===== config.mk =====
export PLATFORM = sky130hd
export DESIGN_NAME = comar_and_pipe
export DESIGN_NICKNAME = d
export VERILOG_FILES = /design/src/rtl/comar_and_pipe.sv
export SDC_FILE = /design/constraint.sdc
export NUM_CORES = 1
export LEC_CHECK = 0
export CAP_MARGIN = 25
export CORE_UTILIZATION = 54
export CTS_CLUSTER_DIAMETER = 50
export DETAILED_ROUTE_END_ITERATION = 8
export PLACE_DENSITY = 0.8
export SYNTH_ARGS = -nofsm -noshare
export SYNTH_HDL_FRONTEND = slang
export SYNTH_SLANG_ARGS = --single-unit

===== constraint.sdc =====
create_clock -name clk -period 7.5 [get_ports clk]
set_input_delay 2.25 -clock clk [delete_from_list [all_inputs] [get_ports clk]]
set_output_delay 2.25 -clock clk [all_outputs]
set_load 0.01 [all_outputs]

===== src/rtl/comar_and_pipe.sv =====
// Two-share masked AND pipeline (W independent lanes) with a reusable mask register.
// A loaded mask set serves REUSE operations; masks ride alongside their data through both stages.
module comar_and_pipe #(
    parameter int W     = 8,
    parameter int REUSE = 1
) (
    input  logic             clk,
    input  logic             rst,
    input  logic [W-1:0]     a_s0,
    input  logic [W-1:0]     a_s1,
    input  logic [W-1:0]     b_s0,
    input  logic [W-1:0]     b_s1,
    input  logic             in_valid,
    output logic             in_ready,
    input  logic [6*W-1:0]   rnd,
    input  logic             rnd_valid,
    output logic             rnd_ready,
    output logic [W-1:0]     c_s0,
    output logic [W-1:0]     c_s1,
    output logic             out_valid,
    input  logic             out_ready
);

    localparam int UW = $clog2(REUSE + 1);
    localparam logic [UW-1:0] REUSE_U = UW'(REUSE);

    logic [6*W-1:0] mask;
    logic [UW-1:0]  uses;

    logic           en;
    logic           accept;
    logic           mask_load;

    logic [W-1:0]   r0, r1, r2, r3, r4, r5;

    // Stage 1: re-masked operand shares plus the four product masks carried with them
    logic           v1;
    logic [W-1:0]   x0, x1, y0, y1;
    logic [W-1:0]   m2, m3, m4, m5;

    // Stage 2: masked partial products and the combined mask that becomes share 1
    logic           v2;
    logic [W-1:0]   p00, p01, p10, p11;
    logic [W-1:0]   s;

    assign r0 = mask[0*W +: W];
    assign r1 = mask[1*W +: W];
    assign r2 = mask[2*W +: W];
    assign r3 = mask[3*W +: W];
    assign r4 = mask[4*W +: W];
    assign r5 = mask[5*W +: W];

    assign en        = !(v2 && !out_ready);
    assign rnd_ready = (uses == '0);
    assign in_ready  = en && (uses != '0);
    assign accept    = in_valid && in_ready;
    assign mask_load = rnd_valid && rnd_ready;

    // Loads and accepts are mutually exclusive because rnd_ready and in_ready need opposite uses values
    always_ff @(posedge clk or posedge rst) begin
        if (rst) begin
            mask <= '0;
            uses <= '0;
        end else if (mask_load) begin
            mask <= rnd;
            uses <= REUSE_U;
        end else if (accept) begin
            uses <= uses - UW'(1);
        end
    end

    always_ff @(posedge clk or posedge rst) begin
        if (rst) begin
            v1 <= 1'b0;
            x0 <= '0;
            x1 <= '0;
            y0 <= '0;
            y1 <= '0;
            m2 <= '0;
            m3 <= '0;
            m4 <= '0;
            m5 <= '0;
        end else if (en) begin
            v1 <= accept;
            if (accept) begin
                x0 <= a_s0 ^ r0;
                x1 <= a_s1 ^ r0;
                y0 <= b_s0 ^ r1;
                y1 <= b_s1 ^ r1;
                m2 <= r2;
                m3 <= r3;
                m4 <= r4;
                m5 <= r5;
            end
        end
    end

    always_ff @(posedge clk or posedge rst) begin
        if (rst) begin
            v2  <= 1'b0;
            p00 <= '0;
            p01 <= '0;
            p10 <= '0;
            p11 <= '0;
            s   <= '0;
        end else if (en) begin
            v2  <= v1;
            p00 <= (x0 & y0) ^ m2;
            p01 <= (x0 & y1) ^ m3;
            p10 <= (x1 & y0) ^ m4;
            p11 <= (x1 & y1) ^ m5;
            s   <= m2 ^ m3 ^ m4 ^ m5;
        end
    end

    assign c_s0      = p00 ^ p01 ^ p10 ^ p11;
    assign c_s1      = s;
    assign out_valid = v2;

endmodule


# Yosys cells after proc, flatten, opt, wreduce, memory -nomap -nowiden
# Index checks and enable logic that the tools add are counted.
[totals]
ff_bits = 155
latchBits = 0
mem_bits_rw = 0
rom_bits = 0
input_bits = 85
output_inout_bits = 19
elab_cells = 48
mem_count = 0
[classes]
n_addsub = 1
multipliers = 0
div_mod_pow = 0
n_lt_le_gt_ge = 0
eq_ne = 0
n_shift = 0
n_mux = 2
bitwise = 20
reduce_logical = 8
[ops]
columns = ["op", "n"]
rows = [
  ["$xor A8 B8 Y8", 14],
  ["$and A8 B8 Y8", 4],
  ["$logic_and A1 B1 Y1", 4],
  ["$logic_not A1 Y1", 2],
  ["$mux W1", 2],
  ["$not A1 Y1", 2],
  ["$reduce_and A2 Y1", 1],
  ["$reduce_bool A2 Y1", 1],
  ["$sub A1 B1 Y1 const B", 1],
]

# Longest topological paths before layout
[logic_depth]
depth_word = 7
mapped_depth = 5
ltp_nobuf = 3

# Least setup slack after synthesis
# OpenSTA, ideal clock, no wires.
[synth_timing]
path_type = "input -> output"
from = "in out_ready"
to = "out in_ready"
t_arrival_ns = 2.817
setup_slack_ns = 2.433
cell_stages = 4
path_buffers = 2
cell_sequence = "nor2b_4 buf_2 buf_2 nor2_1"
[synth_between]
elab_chain_len = 4
[synth_lines]
columns = ["element", "line_no", "source"]
rows = [
  ["start: declaration", "21", "input logic out_ready"],
  ["$logic_not A1 Y1", "53", "assign en = !(v2 && !out_ready);"],
  ["$logic_and A1 B1 Y1", "53", ""],
  ["$logic_not A1 Y1", "53", ""],
  ["$logic_and A1 B1 Y1", "55", "assign in_ready = en && (uses != '0);"],
  ["end: declaration", "14", "output logic in_ready,"],
]
# No other way between the ends.

# Final worst setup path
# Ends and elaborated chain as after synthesis.

==> reports/summary.txt <==
CP most frequent cell -> clkdlybuf4s50_1
fin crit share -> 75.9%
post-synthesis sequential area ratio -> 55.5%
vias in the first global route -> 4081
Starting Density -> 55.4%
syn_nets -> 608
final setup TNS -> 0 ns
P&R area growth vs syn -> 24.1%
fillcell total -> 954
Largest register FFs -> 48
slew margin rel. -> 43.4%
R2R cell count -> 6
n_diodes -> 0
CP Data Required Time -> 5.25 ns
Adder-Cell Fraction of Synth Area -> 0%
top post-synthesis cells by area -> dfrtp_1, mux2_2, xor2_1
# Post-CTS Setup Buffers -> 0
Max Root-Sink Buffers -> 2
Post-DP HPWL -> 7820 µm
share of cells above drive strength 1 -> 23.2%
WHS -> 0.470 ns
cell taking the most area after synthesis -> dfrtp_1
CTS sink cnt -> 155
Mapped Area -> 6990 µm²
Final Hold Viols -> 0
initial antenna violation count -> 0
PD cells -> 442 nW/µm²
largest net degree at the start of global routing -> 98
ANT nets after route -> 0
largest family of logic cells by synthesized area -> multiplexers
final worst slack -> 1.81 ns
pre-CTS setup slack -> 1.80 ns
# IOs -> 104
root buffer cell -> clkbuf_16
Arr. time, crit path -> 3.44 ns
leading cell type in the layout, fill and taps excluded -> dfrtp_1
cell depth of the worst hold path -> 1
HP Class -> reg2reg
Compound-Gate Fraction of Synth Area -> 2.97%
Yosys cell types -> 19
fmax -> 176 MHz
routability cong. -> 0.758
Final min period -> 5.69 ns
max-slew violations -> 0
max-cap violations -> 0
Setup crit start kind -> input port
Critical Path, Cell by Cell -> clkdlybuf4s50_1 > nor2b_4 > nor2_1 > clkdlybuf4s50_1
Synth Area in XOR/XNOR -> 14.0%
Chip Height -> 116 µm
first-pass GRT wire length -> 19200 µm
Skew-Pair Late Insertion Delay -> 0.42 ns
DR vias/cell -> 4.89
Post-Synth Simple-Gate Area -> 4.62%
multi-input logic area -> 2920 µm²
clk_skew -> 0.00550 ns
first-pass detailed-route iteration total -> 4
CP Max Fanout -> 3
run status -> complete, no violations
drc violations -> 0
1st-iter DRT viols -> 192
cts repair resizes -> 0
Max stage delay cell, worst path -> clkdlybuf4s50_1
Die Area -> 13400 µm²
Mean Syn Cell Area -> 13.4 µm²
clock-pin slew on the worst setup and hold paths -> 0.05 ns
Max stage delay on crit path -> 0.53 ns
critical path class -> in2out
DR vias -> 3983
global route overflow -> 0
overall routing resource usage -> 19.2%
largest register by flop count -> mask
final setup fails -> 0
Final #Nets -> 714
post-cts hold buffer count -> 0
cell count after synthesis -> 523
FP Rows -> 41
post-synthesis mux area share -> 20.1%
total CTS buffers -> 17
most frequent cells in the layout -> dfrtp_1, clkdlybuf4s50_1, mux2_2
IO buf count -> 103
Synth top area share -> 55.5%
VDD IR max -> 0.208 mV
Routed wire per std cell -> 14.3 µm
Die Width -> 116 µm
RSZ-0062 raised after global routing -> no
Placeable Area -> 12600 µm²
CTS tree -> built
Least-Margin Pin Slew -> 0.849 ns
static leakage -> 3.67 nW
sequential cell area -> 3880 µm²
Yosys Warn Count -> 0
Critical Path End Type -> primary output
number of synthesized register bits -> 155
final wirelength -> 11600 µm
H-tree levels -> 4
==> final cells by class <==
type,count,share of cell area [%]
sequential,155,44.7
multi-input combinational,345,33.7
timing repair buffer,108,12.6
clock buffer,25,5.60
tap,172,2.48
clock inverter,7,0.750
inverter,2,0.144
==> routing by layer <==
metal | share of wire (%) | GRT usage (%)
met2 | 51 | 32.1
met5 | 0 | 0
met3 | 4.3 | 6.49
met4 | 1.2 | 7.09
met1 | 43 | 23.0
==> final timing paths <==
check | to | from | slack [ns]
setup / recovery | in_ready | out_ready | 1.81
hold / removal | out_valid$_DFFE_PP0N_ | v1$_DFFE_PP0N_ | 0.47
setup reg to reg | m5[7]$_DFFE_PP0P_ | out_valid$_DFFE_PP0N_ | 5.27
hold reg to reg | out_valid$_DFFE_PP0N_ | v1$_DFFE_PP0N_ | 0.47
max in group asynchronous | m3[4]$_DFFE_PP0P_ | rst | 3.80
min in group asynchronous | x0[4]$_DFFE_PP0P_ | rst | 2.40
==> cell usage after synthesis <==
cell type	count
dfrtp_1	155
mux2_2	74
nand2_1	73
xor2_1	72
o21ai_0	40
xnor2_1	40
mux2_4	38
buf_2	8
buf_12	4
buf_4	3
buf_6	3
clkbuf_1	3
nor2_1	3
inv_1	2
a21o_1	1
nor2_4	1
nor2b_1	1
nor2b_4	1
or2_2	1
==> through the flow <==
stage          instance area, µm²  total power [mW]  utilization [%]  instances
6_report                     8670              3.83             68.7        814
4_1_cts                      8650              3.88             68.6        813
3_5_place_dp                 8100              3.07             64.2        781
5_1_grt                      8670              4.09             68.7        814
3_3_place_gp                 8100              2.99             64.2        781
2_1_floorplan                6990              2.59                -        523
==> critical path, delay by kind of cell <==
family	cells	cell delay, ns
buffers and inverters	2	1.04
AND/OR/NAND/NOR	2	0.15
==> kinds of logic (layout without fill, tap and decap cells) <==
logic type                after synthesis  after routing
AOI/OAI and AO/OA                      41             41
buffers and inverters                  23            142
and+or+nand+nor                        80             80
muxes                                 112            112
xor gates and xnor gates              112            112
DFF                                   155            155
==> power breakdown <==
part           internal (mW)  switching [mW]  total [mW]
registers               1.25           0.329        1.58
clock network          0.480           0.307       0.788
logic                  0.915           0.551        1.47
Note: power is estimated with default switching activity, not from simulation.
